$ cat config.mk
export PLATFORM = sky130hd
export DESIGN_NAME = cla_pipe_adder
export DESIGN_NICKNAME = d
export VERILOG_FILES = /design/src/rtl/cla_pkg.sv /design/src/rtl/cla_gp_cell.sv /design/src/rtl/cla_group4.sv /design/src/rtl/cla_pipe_adder.sv
export SDC_FILE = /design/constraint.sdc
export NUM_CORES = 1
export LEC_CHECK = 0
export ABC_AREA = 1
export BUFFER_PORTS_ARGS = -buffer_cell sky130_fd_sc_hd__buf_4
export CORE_MARGIN = 2
export CORE_UTILIZATION = 45
export DETAILED_ROUTE_END_ITERATION = 8
export PLACE_DENSITY_LB_ADDON = 0.25
export SYNTH_ARGS = -nofsm -noshare
export SYNTH_HDL_FRONTEND = slang
export SYNTH_HIERARCHICAL = 1
export SYNTH_SLANG_ARGS = --single-unit
$ cat constraint.sdc
create_clock -name clk -period 2.6 [get_ports clk]
set_clock_uncertainty 0.05 [all_clocks]
set_input_delay 0.78 -clock clk [delete_from_list [all_inputs] [get_ports clk]]
set_output_delay 0.78 -clock clk [all_outputs]
set_load 0.02 [all_outputs]
$ cat src/rtl/cla_pkg.sv
// -----------------------------------------------------------------------------
// cla_pkg
// Shared definitions for the pipelined carry-lookahead adder:
//   CLA_GRP        - lookahead group width (bits per group)
//   CLA_WIDTH      - datapath width the stage-1 payload struct is sized for
//   CLA_NGRP       - number of lookahead groups at CLA_WIDTH
//   cla_num_groups - derives the group count from an operand width
//   cla_s1_t       - stage-1 pipeline payload (h, g, p, GG, GP, c0)
// -----------------------------------------------------------------------------
package cla_pkg;

  localparam int CLA_GRP   = 4;
  localparam int CLA_WIDTH = 32;

  function automatic int cla_num_groups(input int width);
    return width / CLA_GRP;
  endfunction

  localparam int CLA_NGRP = cla_num_groups(CLA_WIDTH);

  // Everything stage 2 needs to finish the add: per-bit half-sum, generate
  // and propagate, per-group generate/propagate and the conditioned carry-in.
  typedef struct packed {
    logic [CLA_WIDTH-1:0] h;
    logic [CLA_WIDTH-1:0] g;
    logic [CLA_WIDTH-1:0] p;
    logic [CLA_NGRP-1:0]  gg;
    logic [CLA_NGRP-1:0]  gp;
    logic                 c0;
  } cla_s1_t;

endpackage

$ cat src/rtl/cla_gp_cell.sv
// -----------------------------------------------------------------------------
// cla_gp_cell
// 1-bit generate/propagate adder cell.
//   a, b  in  operand bits
//   c_in  in  carry in
//   s     out a ^ b ^ c_in (equals the half-sum h when c_in is tied low)
//   g     out generate, a & b
//   p     out propagate, a | b
// -----------------------------------------------------------------------------
module cla_gp_cell (
  input  logic a,
  input  logic b,
  input  logic c_in,
  output logic s,
  output logic g,
  output logic p
);

  assign s = a ^ b ^ c_in;
  assign g = a & b;
  assign p = a | b;

endmodule

$ cat src/rtl/cla_group4.sv
// -----------------------------------------------------------------------------
// cla_group4
// Combinational 4-bit carry-lookahead group.
//   g[3:0], p[3:0]  in  per-bit generate / propagate
//   cin             in  carry into bit 0 of the group
//   gg              out group generate
//   gp              out group propagate
//   c[3:1]          out carries into bits 1..3 of the group
// Propagate may be either a|b or a^b; both give the same carries.
// -----------------------------------------------------------------------------
module cla_group4 (
  input  logic [3:0] g,
  input  logic [3:0] p,
  input  logic       cin,
  output logic       gg,
  output logic       gp,
  output logic [3:1] c
);

  assign c[1] = g[0]
              | (p[0] & cin);

  assign c[2] = g[1]
              | (p[1] & g[0])
              | (p[1] & p[0] & cin);

  assign c[3] = g[2]
              | (p[2] & g[1])
              | (p[2] & p[1] & g[0])
              | (p[2] & p[1] & p[0] & cin);

  assign gg = g[3]
            | (p[3] & g[2])
            | (p[3] & p[2] & g[1])
            | (p[3] & p[2] & p[1] & g[0]);

  assign gp = &p;

endmodule

$ cat src/rtl/cla_pipe_adder.sv
// -----------------------------------------------------------------------------
// cla_pipe_adder
// Two-stage pipelined carry-lookahead adder/subtractor with valid/ready
// handshakes on both sides and one operation per cycle throughput.
//   Stage 1: operand conditioning, per-bit h/g/p and per-group GG/GP.
//   Stage 2: group carry ripple, in-group lookahead carries, sum, c_out, zero.
//
// Ports:
//   clk        in   clock, all state on rising edge
//   rst        in   synchronous active-high reset
//   in_valid   in   operand beat valid
//   in_ready   out  stage 1 can accept this cycle (combinational from out_ready)
//   a, b       in   operands (WIDTH bits)
//   c_in       in   carry in, ignored when sub=1
//   sub        in   1: a - b computed as a + ~b + 1
//   out_valid  out  result valid
//   out_ready  in   downstream accepts result
//   sum        out  result (WIDTH bits, modulo 2^WIDTH)
//   c_out      out  carry out of the MSB; for sub, 1 means no borrow
//   zero       out  sum == 0
//   ovf        out  signed overflow (only when CLA_OVF_EN is defined)
//
// Build option: define CLA_OVF_EN to add the ovf port, the operand MSB
// pipeline registers and the overflow logic.
// -----------------------------------------------------------------------------
module cla_pipe_adder
  import cla_pkg::*;
#(
  parameter int WIDTH = CLA_WIDTH
) (
  input  logic             clk,
  input  logic             rst,
  input  logic             in_valid,
  output logic             in_ready,
  input  logic [WIDTH-1:0] a,
  input  logic [WIDTH-1:0] b,
  input  logic             c_in,
  input  logic             sub,
  output logic             out_valid,
  input  logic             out_ready,
  output logic [WIDTH-1:0] sum,
  output logic             c_out,
  output logic             zero
`ifdef CLA_OVF_EN
  ,
  output logic             ovf
`endif
);

  localparam int NGRP = cla_num_groups(WIDTH);

  // Width checks at elaboration. The stage-1 payload type lives in the
  // package, so the width must match the width the struct was sized for.
  generate
    if (WIDTH % CLA_GRP != 0) begin : g_bad_width_mod
      $error("cla_pipe_adder: WIDTH must be a multiple of 4");
    end
    if (WIDTH != CLA_WIDTH) begin : g_bad_width_pkg
      $error("cla_pipe_adder: WIDTH must equal cla_pkg::CLA_WIDTH");
    end
  endgenerate

  // ---------------------------------------------------------------------------
  // Handshake
  // ---------------------------------------------------------------------------
  logic s1_valid_q, s1_valid_d;
  logic out_valid_q, out_valid_d;
  logic adv1, adv2, accept;

  assign adv2     = !out_valid_q | out_ready;
  assign adv1     = !s1_valid_q | adv2;
  assign in_ready = adv1;
  assign accept   = in_valid & adv1;

  // ---------------------------------------------------------------------------
  // Stage 1 combinational: operand conditioning and G/P generation
  // ---------------------------------------------------------------------------
  logic [WIDTH-1:0] b_eff;
  logic             c0;
  logic [WIDTH-1:0] h1, g1, p1;
  logic [NGRP-1:0]  gg1, gp1;
  logic [NGRP-1:0][3:1] s1_c_unused;

  assign b_eff = sub ? ~b : b;
  assign c0    = sub ? 1'b1 : c_in;

  genvar gi;
  generate
    for (gi = 0; gi < WIDTH; gi++) begin : g_bit_cell
      // Carry-in tied low so the cell's sum is the plain half-sum a ^ b_eff.
      cla_gp_cell u_cell (
        .a    (a[gi]),
        .b    (b_eff[gi]),
        .c_in (1'b0),
        .s    (h1[gi]),
        .g    (g1[gi]),
        .p    (p1[gi])
      );
    end

    for (gi = 0; gi < NGRP; gi++) begin : g_s1_group
      // Only GG/GP are wanted here; the in-group carries are recomputed in
      // stage 2 once the real group carry-in is known.
      cla_group4 u_grp (
        .g   (g1[CLA_GRP*gi +: CLA_GRP]),
        .p   (p1[CLA_GRP*gi +: CLA_GRP]),
        .cin (1'b0),
        .gg  (gg1[gi]),
        .gp  (gp1[gi]),
        .c   (s1_c_unused[gi])
      );
    end
  endgenerate

  // ---------------------------------------------------------------------------
  // Stage 1 registers
  // ---------------------------------------------------------------------------
  cla_s1_t s1_q, s1_d;
`ifdef CLA_OVF_EN
  logic a_msb_q, a_msb_d;
  logic b_msb_q, b_msb_d;
`endif

  always_comb begin
    s1_valid_d = s1_valid_q;
    s1_d       = s1_q;
`ifdef CLA_OVF_EN
    a_msb_d    = a_msb_q;
    b_msb_d    = b_msb_q;
`endif
    if (adv1) begin
      s1_valid_d = in_valid;
    end
    // Payload only loads on a real accept; an idle advance leaves stale
    // data behind a cleared valid.
    if (accept) begin
      s1_d.h  = h1;
      s1_d.g  = g1;
      s1_d.p  = p1;
      s1_d.gg = gg1;
      s1_d.gp = gp1;
      s1_d.c0 = c0;
`ifdef CLA_OVF_EN
      a_msb_d = a[WIDTH-1];
      b_msb_d = b_eff[WIDTH-1];
`endif
    end
  end

  always_ff @(posedge clk) begin
    if (rst) begin
      s1_valid_q <= 1'b0;
      s1_q       <= '0;
`ifdef CLA_OVF_EN
      a_msb_q    <= 1'b0;
      b_msb_q    <= 1'b0;
`endif
    end else begin
      s1_valid_q <= s1_valid_d;
      s1_q       <= s1_d;
`ifdef CLA_OVF_EN
      a_msb_q    <= a_msb_d;
      b_msb_q    <= b_msb_d;
`endif
    end
  end

  // ---------------------------------------------------------------------------
  // Stage 2 combinational: group carry ripple, bit carries, sum
  // ---------------------------------------------------------------------------
  logic [NGRP:0]        grp_c;
  logic [WIDTH-1:0]     bit_c;
  logic [WIDTH-1:0]     sum_c;
  logic [NGRP-1:0][3:1] s2_c;
  logic [NGRP-1:0]      s2_gg_unused, s2_gp_unused;

  // Group carries ripple one group per step: C_{j+1} = GG_j | GP_j & C_j.
  always_comb begin
    grp_c    = '0;
    grp_c[0] = s1_q.c0;
    for (int j = 0; j < NGRP; j++) begin
      grp_c[j+1] = s1_q.gg[j] | (s1_q.gp[j] & grp_c[j]);
    end
  end

  generate
    for (gi = 0; gi < NGRP; gi++) begin : g_s2_group
      cla_group4 u_grp (
        .g   (s1_q.g[CLA_GRP*gi +: CLA_GRP]),
        .p   (s1_q.p[CLA_GRP*gi +: CLA_GRP]),
        .cin (grp_c[gi]),
        .gg  (s2_gg_unused[gi]),
        .gp  (s2_gp_unused[gi]),
        .c   (s2_c[gi])
      );
      assign bit_c[CLA_GRP*gi]         = grp_c[gi];
      assign bit_c[CLA_GRP*gi+1 +: 3]  = s2_c[gi];
    end
  endgenerate

  assign sum_c = s1_q.h ^ bit_c;

  // ---------------------------------------------------------------------------
  // Stage 2 registers (output)
  // ---------------------------------------------------------------------------
  logic [WIDTH-1:0] sum_q, sum_d;
  logic             c_out_q, c_out_d;
  logic             zero_q, zero_d;
`ifdef CLA_OVF_EN
  logic             ovf_q, ovf_d;
`endif

  always_comb begin
    out_valid_d = out_valid_q;
    sum_d       = sum_q;
    c_out_d     = c_out_q;
    zero_d      = zero_q;
`ifdef CLA_OVF_EN
    ovf_d       = ovf_q;
`endif
    if (adv2) begin
      out_valid_d = s1_valid_q;
      // Result registers only move for a real beat, so they stay put while
      // the output is stalled and are not scribbled by bubbles.
      if (s1_valid_q) begin
        sum_d   = sum_c;
        c_out_d = grp_c[NGRP];
        zero_d  = (sum_c == '0);
`ifdef CLA_OVF_EN
        ovf_d   = (a_msb_q == b_msb_q) & (sum_c[WIDTH-1] != a_msb_q);
`endif
      end
    end
  end

  always_ff @(posedge clk) begin
    if (rst) begin
      out_valid_q <= 1'b0;
      sum_q       <= '0;
      c_out_q     <= 1'b0;
      zero_q      <= 1'b0;
`ifdef CLA_OVF_EN
      ovf_q       <= 1'b0;
`endif
    end else begin
      out_valid_q <= out_valid_d;
      sum_q       <= sum_d;
      c_out_q     <= c_out_d;
      zero_q      <= zero_d;
`ifdef CLA_OVF_EN
      ovf_q       <= ovf_d;
`endif
    end
  end

  assign out_valid = out_valid_q;
  assign sum       = sum_q;
  assign c_out     = c_out_q;
  assign zero      = zero_q;
`ifdef CLA_OVF_EN
  assign ovf       = ovf_q;
`endif

endmodule
Word level (Yosys, flattened, before mapping)
Index checks and enable logic that the tools add are counted.

Register bits after elaboration: 147. Input port bits: 70. Output and inout bits: 36. Logic and storage cells: 326.

Muxes and demuxes: 2. Bitwise logic cells: 301. Reductions and logical operators: 12.

Operators by type and width (number): 1-bit bitwise AND (153); 1-bit bitwise OR (114); 32-bit zero test (1); 32-bit 2-to-1 mux (1); 32-bit inverter (1); 4-bit AND reduction (8); 1-bit XOR (32); 32-bit XOR (1); 1-bit zero test (2); 2-bit AND reduction (1); 1-bit 2-to-1 mux (1).

Logic depth before layout (Yosys ltp)
Gate-level depths: netlist of the first run.

Depth in word-level cells: 18. Depth in mapped cells: 28. Gate-level depth less buffers: 28.

Cells and area by module
The synthesis of the first run kept the hierarchy.

By module, submodules not included: cla_pipe_adder (instances 1, cells an instance 746, area an instance 5899.4 um^2, seq. area each 2982.9 um^2); cla_gp_cell (instances 32, cells an instance 10, area an instance 55.1 um^2, seq. area each 0.0 um^2); cla_group4 (instances 16, cells an instance 20, area an instance 85.1 um^2, seq. area each 0.0 um^2).

Least setup slack after synthesis of the first run
OpenSTA, ideal clock, no wires.

Path type: register -> register. Start: register s1_q (netlist bit bit_c[0]). End: register zero_q (netlist: zero). Library setup time: 66 ps. Data arrival time: 2302 ps. Data required time: 2484 ps. Path slack: 182 ps. Cell stages (with the launch flop): 29. Buffers on the path: 0. Period minus slack after synthesis: 2418 ps. Cell sequence: dfxtp_1 -> nand2_2 -> nand2_4 -> nand2_4 -> nand2_4 -> nand2_4 -> nand2_4 -> nand2_4 -> nand2_4 -> nand2_4 -> nand2_4 -> nand2_4 -> nand2_4 -> nand2_4 -> nand2_4 -> nand2_1 -> nand2_2 -> nand2_1 -> nand2_1 -> xor2_1 -> nor2_1 -> nand3_1 -> nor2_1 -> nand4_1 -> nor2_1 -> nand2_1 -> nor2_1 -> nand3_1 -> a21oi_2.

Word-level cells in the longest chain between the ends: 18. Elaborated cells on any way between the ends: 64. Classes of those cells: 63 x bitwise; 1 x reduce/logical.

RTL lines: start: declaration (RTL line cla_pipe_adder.sv:118) `cla_s1_t s1_q, s1_d;`; start signal: assignment (RTL line cla_pipe_adder.sv:153) `s1_q <= '0;`; start signal: assignment (RTL line cla_pipe_adder.sv:160) `s1_q <= s1_d;`; 1-bit bitwise AND (RTL line cla_pipe_adder.sv:182) `grp_c[j+1] = s1_q.gg[j] | (s1_q.gp[j] & grp_c[j]);`; 1-bit bitwise OR (RTL line cla_pipe_adder.sv:182); via bit_c[4] (RTL line cla_pipe_adder.sv:172) `logic [WIDTH-1:0] bit_c;`; 1-bit bitwise AND (RTL line cla_pipe_adder.sv:182); 1-bit bitwise OR (RTL line cla_pipe_adder.sv:182); via bit_c[8] (RTL line cla_pipe_adder.sv:172); 1-bit bitwise AND (RTL line cla_pipe_adder.sv:182); 1-bit bitwise OR (RTL line cla_pipe_adder.sv:182); via bit_c[12] (RTL line cla_pipe_adder.sv:172); (+2 left out); via bit_c[16] (RTL line cla_pipe_adder.sv:172); (+2 left out); via bit_c[20] (RTL line cla_pipe_adder.sv:172); (+2 left out); via bit_c[24] (RTL line cla_pipe_adder.sv:172); 1-bit bitwise AND (RTL line cla_pipe_adder.sv:182); 1-bit bitwise OR (RTL line cla_pipe_adder.sv:182); via bit_c[28] (RTL line cla_pipe_adder.sv:172); 1-bit bitwise AND (RTL line cla_group4.sv:21) `| (p[0] & cin);`; 1-bit bitwise OR (RTL line cla_group4.sv:21); via bit_c[29] (RTL line cla_pipe_adder.sv:172); 32-bit XOR (RTL line cla_pipe_adder.sv:201) `assign sum_c = s1_q.h ^ bit_c;`; 32-bit zero test (RTL line cla_pipe_adder.sv:228) `zero_d = (sum_c == '0);`; end signal: assignment (RTL line cla_pipe_adder.sv:249) `zero_q <= zero_d;`; end: declaration (RTL line cla_pipe_adder.sv:208) `logic zero_q, zero_d;`.

The timed path passes the listed nets, and every way through them passes these cells. A chain may end at the register's enable or synchronous reset.

Worst setup path after layout of the first run
Start: register s1_q[1] (netlist name). End: register zero_q (netlist: zero).

The elaborated chain is that of the path after synthesis.

==> run summary, run 1 <==
Final GP Congestion: 0.8135
highest net fanout along the worst path: 4
Post-Syn Area: 0.007901 mm^2
Finish-stage setup viols: 0
worst vdd ir: 0.0004245 V
final hold violation count: 0
period utilization: 99.29%
WS Path Type: flop to flop
clock slew at reported path FFs: 0.05 ns
Max clock buf depth: 2
largest net degree at the start of global routing: 54
Max Cap Viol: 0
DR vias/cell: 4.444
sequential cell area: 0.002664 mm^2
post-detail-place hpwl: 12.59 mm
Port Buffer Count: 105
Total GRT Usage: 19.43%
Worst EP required: 2.91 ns
setup TNS: 0 ns
startpoint types: flop
first-pass GRT wire length: 28.90 mm
fmax: 387.4 MHz
Die W: 136.5 um
Net count, final: 1472
vias in the first global route: 6497
CTS Buf Count: 17
RSZ-0062 raised after global routing: yes
final wirelength: 17.06 mm
diodes inserted: 0
Overflow after GRT: 0
hold crit path type: flop to flop
H-tree Lvls: 4
remaining antenna violation count after routing: 0
Std-Cell Core Area: 0.01724 mm^2
Initial Utilization: 45.84%
TritonCTS clock tree: done
fin. max-slew vios: 0
Non-Filler Instances: 1576
Slew @ Worst Pin: 0.5585 ns
Worst path max stage delay: 0.31 ns
root buffer cell: clkbuf_16
Internal: 4.437 mW
Top cell by count, worst path: nand2_4
combinational power share: 20.5%
die height: 136.5 um
source-to-sink clock delay at the later pin of the worst-skew pair: 0.42 ns
Die ar.: 0.01864 mm^2
sw power: 1.716 mW
yosys warns: 6
CP Capture Type: flop
Sequential Power Share: 37.8%
IO Count: 106
outcome: completed
DR iter-0 viols: 264
residual DRC count: 0
WP data arrival: 2.89 ns
overall power: 6.153 mW
layout cells sized above 1: 15.40%
# placed instances: 1535
Pwr Density: 621.8 mW/mm^2
P_leak: 5.340 nW
Filler cells: 1666
# rows: 48
clock share of power: 41.7%
Rel. slew slack: 62.77%
Syn-to-layout area delta: 25.24%
Tmin final: 2.581 ns
Post-Syn Instances: 1178
Vias: 7004
area occupied by multi-input gates: 0.004469 mm^2
Switching Share: 27.89%
Worst path slowest cell: dfxtp_1
clk sinks: 133
WL per Instance: 10.82 um
1st-pass router iterations: 5
Avg Inst Size Synth: 6.707 um^2
antenna violations before repair: 0
[final cells by class]
type / instances / area share (%)
Inverter: 221 / 8.383
Sequential cell: 133 / 26.92
Clock inverter: 9 / 1.492
Multi-Input combinational cell: 838 / 45.16
Tap cell: 225 / 2.845
Timing Repair Buffer: 127 / 10.27
Clock buffer: 23 / 4.931
[critical path, delay by kind of cell, from the launching register on]
| kind | cells | cell delay, ns |
|---|---|---|
| simple gates | 26 | 1.84 |
| flops | 1 | 0.31 |
| xor+xnor | 1 | 0.15 |
| compound gates | 1 | 0.13 |
[layout by cell type, fill, tap and decap left out]
master,n
inv_1,217
nand2_1,206
nor2_1,198
dfxtp_1,132
buf_4,122
o21ai_0,118
conb_1,64
ha_1,64
a21oi_1,54
xor2_1,42
nand2_2,28
nand3_1,21
xnor2_1,18
clkbuf_16,17
nand2_4,13
buf_12,5
inv_2,4
clkbuf_8,4
bufinv_16,4
clkinv_2,4
o211ai_1,3
nand3_2,2
clkbuf_1,2
nand3b_1,1
xor2_2,1
nor3_1,1
a31oi_1,1
nor2_2,1
nand4_1,1
a21oi_2,1
dfxtp_2,1
clkinvlp_4,1
[flip-flops by register name, indices dropped and copies added, names as in the netlist]
name and flops:
bit_c 1, c_out 1, s1_q 96, out_valid 1, zero 1, sum 32, s1_valid_q 1
[power groups by stage]
stage / Sequential (mW) / Clock [mW] / Combinational (mW)
after floorplan: 2.39 / 0 / 0.833
after global placement: 2.37 / 0 / 1.22
after detailed placement: 2.37 / 0 / 1.24
after CTS: 2.33 / 2.60 / 1.25
after global routing: 2.35 / 2.70 / 1.46
final: 2.33 / 2.56 / 1.26
[final timing paths]
path / start / end / slack [ns] / depth (start not counted)
worst max register to register: s1_q[1]$_SDFFE_PP0P_ / zero$_SDFFE_PP0P_ / 0.02 / 28
worst max-delay path: s1_q[1]$_SDFFE_PP0P_ / zero$_SDFFE_PP0P_ / 0.02 / 28
worst min register to register: s1_q[16]$_SDFFE_PP0P_ / s1_q[16]$_SDFFE_PP0P_ / 0.41 / 2
worst min-delay path: s1_q[16]$_SDFFE_PP0P_ / s1_q[16]$_SDFFE_PP0P_ / 0.41 / 2
[per-layer routing]
metal / track usage, % / routed length [um] / up-vias
li1: - / - / 3805
met1: 23.51 / 7931 / 3082
met2: 34.31 / 8272 / 99
met3: 4.148 / 595 / 18
met4: 6.076 / 256 / 0
met5: 0 / 0 / -
[per-stage QoR]
step / util [%] / hold slack (ns) / setup WS [ns] / instance area [um^2]
after global routing: 57.41 / 0.4202 / -0.2224 / 9896
after floorplan: - / 0.3805 / 0.1830 / 8138
after CTS: 56.95 / 0.4049 / 0.005433 / 9817
final: 57.41 / 0.4058 / 0.01859 / 9896
after global placement: 53.27 / 0.3896 / 0.07823 / 9181
after detailed placement: 53.27 / 0.3968 / 0.008107 / 9181
[repair_timing]
item                       CTS  global route
setup buffers                0             9
hold buffers                 0             0
resized for setup            1             4
pin swaps                    1            10
gates cloned                 0             0
setup endpoints to repair    1             1
No activity file was read; power rests on OpenSTA's default activity.
==> run 2, diff against run 1 <==
--- a/config.mk
+++ b/config.mk
@@ -7,9 +7,10 @@
 export LEC_CHECK = 0
 export ABC_AREA = 1
 export BUFFER_PORTS_ARGS = -buffer_cell sky130_fd_sc_hd__buf_4
-export CORE_MARGIN = 2
+export CORE_ASPECT_RATIO = 2
 export CORE_UTILIZATION = 45
 export DETAILED_ROUTE_END_ITERATION = 8
+export GPL_TIMING_DRIVEN = 0
 export PLACE_DENSITY_LB_ADDON = 0.25
 export SYNTH_ARGS = -nofsm -noshare
 export SYNTH_HDL_FRONTEND = slang
==> run 2 against run 1 <==
Against the previous run:
- the flow now finishes with violations (negative setup slack)
- count of clock-buffer cells in the layout shrank 4
- design area shrank 0.34%
- fmax shrank 2.3%
- first-iteration DRC count grew 27%
- sequential power is essentially flat
- die area shrank 2.7%
- wire length grew 19%
==> run summary, run 2 (same netlist as run 1, synthesis figures left out) <==
hold crit path type: flop to flop (unchanged)
antenna violations before repair: 0 (unchanged)
Final GP Congestion: 0.8638 (was 0.8135)
clk sinks: 133 (unchanged)
Setup crit end: zero$_SDFFE_PP0P_ (unchanged)
Slew @ Worst Pin: 0.7237 ns (was 0.5585 ns)
Die ar.: 0.01812 mm^2 (was 0.01864 mm^2)
die height: 189.4 um (was 136.5 um)
WP data arrival: 2.95 ns (was 2.89 ns)
clock slew at reported path FFs: 0.06 ns (was 0.05 ns)
sequential cell area: 0.002668 mm^2 (was 0.002664 mm^2)
Port Buffer Count: 104 (was 105)
DR iter-0 viols: 334 (was 264)
first-pass GRT wire length: 32.05 mm (was 28.90 mm)
root buffer cell: clkbuf_16 (unchanged)
Worst path slowest cell: dfxtp_4 (was dfxtp_1)
Die W: 95.70 um (was 136.5 um)
DR vias/cell: 4.601 (was 4.444)
Tmin final: 2.641 ns (was 2.581 ns)
Pwr Density: 603.1 mW/mm^2 (was 621.8 mW/mm^2)
worst r2r path cells: 28 (unchanged)
Worst path max stage delay: 0.35 ns (was 0.31 ns)
largest net degree at the start of global routing: 17 (was 54)
1st-pass router iterations: 5 (unchanged)
WS Path Type: flop to flop (unchanged)
H-tree Lvls: 4 (unchanged)
Filler cells: 1707 (was 1666)
residual DRC count: 0 (unchanged)
# rows: 68 (was 48)
Sequential Power Share: 39.0% (was 37.8%)
vias in the first global route: 6880 (was 6497)
TritonCTS clock tree: done (unchanged)
most common cell after layout, fill and taps aside: inv_1 (unchanged)
first element of the critical path: bit_c[0]$_SDFFE_PP0P_ (was s1_q[1]$_SDFFE_PP0P_)
IO Count: 106 (unchanged)
Total GRT Usage: 23.62% (was 19.43%)
overall power: 5.947 mW (was 6.153 mW)
WL per Instance: 12.69 um (was 10.82 um)
sw power: 1.862 mW (was 1.716 mW)
fin. max-slew vios: 0 (unchanged)
Overflow after GRT: 0 (unchanged)
Finish-stage setup viols: 1 (was 0)
final wirelength: 20.29 mm (was 17.06 mm)
Switching Share: 31.30% (was 27.89%)
startpoint types: flop (unchanged)
worst flop-to-flop path endpoint: zero$_SDFFE_PP0P_ (unchanged)
DP Area: 0.009181 mm^2 (unchanged)
max reg flops: 96 (unchanged)
post-detail-place hpwl: 15.92 mm (was 12.59 mm)
combinational power share: 22.2% (was 20.5%)
Setup WS pre-CTS: -0.3851 ns (was 0.008107 ns)
source-to-sink clock delay at the later pin of the worst-skew pair: 0.42 ns (about the same)
Worst EP required: 2.91 ns (about the same)
final core utilization: 57.38% (was 57.41%)
design area: 0.009862 mm^2 (was 0.009896 mm^2)
FF-to-FF Start: bit_c[0]$_SDFFE_PP0P_ (was s1_q[1]$_SDFFE_PP0P_)
Vias: 7357 (was 7004)
Initial Utilization: 45.97% (was 45.84%)
Rel. slew slack: 51.76% (was 62.77%)
Std-Cell Core Area: 0.01719 mm^2 (was 0.01724 mm^2)
CTS Hold Buffers Added: 0 (unchanged)
outcome: finished, violations left (was completed)
remaining antenna violation count after routing: 0 (unchanged)
Max Cap Viol: 0 (unchanged)
Max clock buf depth: 2 (unchanged)
layout cells sized above 1: 14.54% (was 15.40%)
Syn-to-layout area delta: 24.81% (was 25.24%)
Net count, final: 1510 (was 1472)
worst vdd ir: 0.0004443 V (was 0.0004245 V)
P_leak: 5.302 nW (was 5.340 nW)
Most flops, register: s1_q (unchanged)
period utilization: 101.6% (was 99.29%)
PnR worst setup slack: -0.04119 ns (was 0.01859 ns)
CTS Buf Count: 17 (unchanged)
highest net fanout along the worst path: 4 (unchanged)
Hold Slack: 0.4062 ns (was 0.4058 ns)
diodes inserted: 0 (unchanged)
failing checks: negative setup slack
most frequent cells in the layout: inv_1, nand2_1, nor2_1, dfxtp_1, o21ai_0 (was inv_1, nand2_1, nor2_1, dfxtp_1, buf_4)
area occupied by multi-input gates: 0.004474 mm^2 (was 0.004469 mm^2)
Top cell by count, worst path: nand2_4 (unchanged)
fmax: 378.6 MHz (was 387.4 MHz)
clock share of power: 38.8% (was 41.7%)
RSZ-0062 raised after global routing: yes (unchanged)
final hold violation count: 0 (unchanged)
CP Capture Type: flop (unchanged)
flop2flop setup slack: -0.04 ns (was 0.02 ns)
Internal: 4.086 mW (was 4.437 mW)
[run 2: changes by cell type in the layout (fill, tap and decap cells not counted), sizes merged]
cell      change
clkbuf       +37
inv           +4
buf           -3
bufinv        -3
clkinvlp      +2
clkinv        +1
[run 2: metrics by stage]
stage               setup TNS, ns  std cells
floorplan                       0       1241
global placement           -8.139       1555
detailed placement         -12.70       1555
CTS                      -0.08110       1596
global route              -0.3011       1599
finish                   -0.04119       1599
[run 2: power groups by stage]
stage	clock, mW	combinational [mW]	sequential, mW
floorplan	0	0.833	2.39
global placement	0	1.26	2.36
detailed placement	0	1.28	2.36
CTS	2.34	1.31	2.32
global route	2.43	1.50	2.34
finish	2.31	1.32	2.32
[run 2: how the worst min path moves through the flow]
stage	start	end	depth (start not counted)
6_report	s1_q[16]$_SDFFE_PP0P_	s1_q[16]$_SDFFE_PP0P_	2
5_1_grt	s1_q[16]$_SDFFE_PP0P_	s1_q[16]$_SDFFE_PP0P_	2
4_1_cts	s1_q[16]$_SDFFE_PP0P_	s1_q[16]$_SDFFE_PP0P_	2
3_5_place_dp	s1_q[16]$_SDFFE_PP0P_	s1_q[16]$_SDFFE_PP0P_	2
3_3_place_gp	s1_q[16]$_SDFFE_PP0P_	s1_q[16]$_SDFFE_PP0P_	2
2_1_floorplan	s1_q[16]$_SDFFE_PP0P_	s1_q[16]$_SDFFE_PP0P_	2
[run 2: critical path, delay by kind of cell, from the launching register on]
kind                      cells  cell delay, ns
and+or+nand+nor              26            1.91
DFF                           1            0.35
xor gates and xnor gates      1            0.15
AOI/OAI and AO/OA             1            0.12
[run 2: repair_timing]
action | CTS | global route
cloned | 0 | 0
endpoints found under the setup margin | 1 | 10
pin swaps | 11 | 13
setup buffers | 9 | 3
hold endpoints to repair | 0 | 0
gates resized for setup | 5 | 5
[run 2: cell type report]
cell class	count	area share, %
Multi-Input combinational cell	838	45.37
Inverter	221	8.412
Sequential cell	133	27.05
Buffer	49	1.928
Clock buffer	19	4.491
Tap cell	210	2.664
Timing Repair Buffer	116	8.830
Clock inverter	13	1.256
[run 2: routing by layer]
| metal | vias up | global-route usage (%) | wire [um] |
|---|---|---|---|
| li1 | 3866 | - | - |
| met1 | 3272 | 23.31 | 7538 |
| met2 | 169 | 44.81 | 11220 |
| met3 | 50 | 3.494 | 653 |
| met4 | 0 | 13.38 | 869 |
| met5 | - | 0 | 0 |
==> run 3, diff against run 2 <==
--- a/config.mk
+++ b/config.mk
@@ -8,10 +8,11 @@
 export ABC_AREA = 1
 export BUFFER_PORTS_ARGS = -buffer_cell sky130_fd_sc_hd__buf_4
 export CORE_ASPECT_RATIO = 2
-export CORE_UTILIZATION = 45
+export CORE_UTILIZATION = 60
 export DETAILED_ROUTE_END_ITERATION = 8
 export GPL_TIMING_DRIVEN = 0
 export PLACE_DENSITY_LB_ADDON = 0.25
+export SETUP_SLACK_MARGIN = 0.05
 export SYNTH_ARGS = -nofsm -noshare
 export SYNTH_HDL_FRONTEND = slang
 export SYNTH_HIERARCHICAL = 1
==> constraint.sdc (replaced) <==
create_clock -name clk -period 3.3 [get_ports clk]
set_clock_uncertainty 0.05 [all_clocks]
set_input_delay 0.99 -clock clk [delete_from_list [all_inputs] [get_ports clk]]
set_output_delay 0.99 -clock clk [all_outputs]
set_load 0.02 [all_outputs]
==> run 3 against run 2 <==
Against the previous run:
- the flow now finishes without violations
- sequential share of layout area up 0.12 points
- worst setup slack better by 0.37 ns
- die area down 25%
- sequential cell count unchanged
- hold slack better by 0.010 ns
- global-route usage up 7.2 points
- combinational power down 21%
- clock power down 5%
- fmax down 11%
- count of clock-buffer cells in the layout up 1
- via count up 4.8%
- critical path depth unchanged
- critical endpoint unchanged
==> run summary, run 3 (same netlist as run 1, synthesis figures left out) <==
clk sinks: 133 (unchanged)
most frequent cells in the layout: inv_1, nand2_1, nor2_1, dfxtp_1, o21ai_0 (unchanged)
fmax: 336.3 MHz (was 378.6 MHz)
Finish-stage setup viols: 0 (was 1)
vias in the first global route: 7505 (was 6880)
RSZ-0062 raised after global routing: no (was yes)
WP data arrival: 3.29 ns (was 2.95 ns)
GR Util met3: 4.623% (was 3.494%)
hold path cells: 2 (unchanged)
worst r2r path cells: 28 (unchanged)
largest net degree at the start of global routing: 17 (unchanged)
remaining antenna violation count after routing: 0 (unchanged)
Worst EP required: 3.61 ns (was 2.91 ns)
Tmin final: 2.974 ns (was 2.641 ns)
TritonCTS clock tree: done (unchanged)
DR iter-0 viols: 354 (was 334)
Die ar.: 0.01366 mm^2 (was 0.01812 mm^2)
Most flops, register: s1_q (unchanged)
DR vias/cell: 5.043 (was 4.601)
Std-Cell Core Area: 0.01292 mm^2 (was 0.01719 mm^2)
startpoint types: flop (unchanged)
DP Area: 0.009109 mm^2 (was 0.009181 mm^2)
Top cell by count, worst path: nand2_4 (unchanged)
Net count, final: 1498 (was 1510)
layout cells sized above 1: 13.36% (was 14.54%)
P_leak: 5.279 nW (was 5.302 nW)
Final GP Congestion: 0.8967 (was 0.8638)
period utilization: 90.12% (was 101.6%)
setup TNS: 0 ns (was -0.04119 ns)
Port Buffer Count: 104 (unchanged)
# rows: 59 (was 68)
Overflow after GRT: 0 (unchanged)
Slew @ Worst Pin: 0.6391 ns (was 0.7237 ns)
Die W: 83.15 um (was 95.70 um)
source-to-sink clock delay at the later pin of the worst-skew pair: 0.43 ns (was 0.42 ns)
Syn-to-layout area delta: 24.02% (was 24.81%)
CTS Hold Buffers Added: 0 (unchanged)
final hold violation count: 0 (unchanged)
Vias: 7711 (was 7357)
Worst Hold End: sum[1]$_SDFFE_PP0P_ (was s1_q[16]$_SDFFE_PP0P_)
root buffer cell: clkbuf_16 (unchanged)
Max clock buf depth: 2 (unchanged)
Worst path slowest cell: dfxtp_1 (was dfxtp_4)
1st-pass router iterations: 7 (was 5)
design area: 0.009799 mm^2 (was 0.009862 mm^2)
clock slew at reported path FFs: 0.06 ns (about the same)
post-detail-place hpwl: 15.50 mm (was 15.92 mm)
setup bufs post-CTS: 0 (was 9)
final wirelength: 20.69 mm (was 20.29 mm)
fin. max-slew vios: 0 (unchanged)
die height: 164.3 um (was 189.4 um)
residual DRC count: 0 (unchanged)
Total GRT Usage: 30.83% (was 23.62%)
Max Cap Viol: 0 (unchanged)
most common cell after layout, fill and taps aside: inv_1 (unchanged)
worst flop-to-flop path endpoint: zero$_SDFFE_PP0P_ (unchanged)
highest net fanout along the worst path: 5 (was 4)
outcome: completed (was finished, violations left)
first-pass GRT wire length: 32.93 mm (was 32.05 mm)
diodes inserted: 0 (unchanged)
CTS Buf Count: 17 (unchanged)
Rel. slew slack: 57.39% (was 51.76%)
CP Capture Type: flop (unchanged)
met1 GRT Util: 28.38% (was 23.31%)
gr busiest metal: met2 (unchanged)
hold path startpoint: sum[1]$_SDFFE_PP0P_ (was s1_q[16]$_SDFFE_PP0P_)
WL per Instance: 13.53 um (was 12.69 um)
max reg flops: 96 (unchanged)
Worst path max stage delay: 0.46 ns (was 0.35 ns)
Resized Gates After CTS: 0 (was 5)
hold crit path type: flop to flop (unchanged)
Initial Utilization: 61.16% (was 45.97%)
met2 Resource Use GR: 60.88% (was 44.81%)
H-tree Lvls: 4 (unchanged)
Pwr Density: 516.0 mW/mm^2 (was 603.1 mW/mm^2)
flop2flop setup slack: 0.33 ns (was -0.04 ns)
IO Count: 106 (unchanged)
WS Path Type: flop to flop (unchanged)
antenna violations before repair: 0 (unchanged)
worst vdd ir: 0.0004605 V (was 0.0004443 V)
FF-to-FF Start: bit_c[0]$_SDFFE_PP0P_ (unchanged)
## run 3: per-layer routing
| layer | vias up | part of all wire, % |
|---|---|---|
| met2 | 288 | 54 |
| met5 | - | 0 |
| met3 | 97 | 4.7 |
| met4 | 0 | 6.3 |
| li1 | 3849 | - |
| met1 | 3477 | 35 |
## run 3: how the worst max path moves through the flow
stage	endpoint	slack [ns]	from	depth (start not counted)
final	zero$_SDFFE_PP0P_	0.33	bit_c[0]$_SDFFE_PP0P_	28
after global routing	zero$_SDFFE_PP0P_	0.12	bit_c[0]$_SDFFE_PP0P_	28
after CTS	zero$_SDFFE_PP0P_	0.36	bit_c[0]$_SDFFE_PP0P_	28
after detailed placement	s1_q[89]$_SDFFE_PP0P_	0.16	sub	9
after global placement	s1_q[89]$_SDFFE_PP0P_	0.24	sub	9
after floorplan	s1_q[105]$_SDFFE_PP0P_	0.84	sub	9
## run 3: critical path, delay by kind of cell, from the launching register on
family	cells	cell delay, ns
AO/OA/AOI/OAI	1	0.11
XOR/XNOR	1	0.10
flip-flops	1	0.46
AND/OR/NAND/NOR	26	2.19
## run 3: cell type report
class / instances / area [um^2]
timing repair buffer: 104 / 780.7
clock inverter: 12 / 224.0
fill: 988 / 3119
tap: 152 / 190.2
multi-input combinational: 838 / 4457
sequential: 133 / 2663
buffer: 49 / 188.9
clock buffer: 20 / 466.7
inverter: 221 / 829.5
## run 3: report_power, final
group | total [mW] | internal (mW) | switching [mW]
Clock | 2.19 | 1.48 | 0.715
Combinational | 1.04 | 0.397 | 0.639
Sequential | 1.83 | 1.74 | 0.0921
## run 3: stage by stage
stage / instances / hold WS [ns] / setup WS (ns) / total power, mW / utilization (%)
floorplan: 1241 / 0.3805 / 0.8441 / 2.535 / -
global placement: 1497 / 0.4029 / 0.2361 / 2.837 / 70.51
detailed placement: 1497 / 0.4060 / 0.1621 / 2.870 / 70.51
CTS: 1529 / 0.4148 / 0.3600 / 5.034 / 75.85
global route: 1529 / 0.4347 / 0.1248 / 5.271 / 75.85
finish: 1529 / 0.4163 / 0.3261 / 5.057 / 75.85
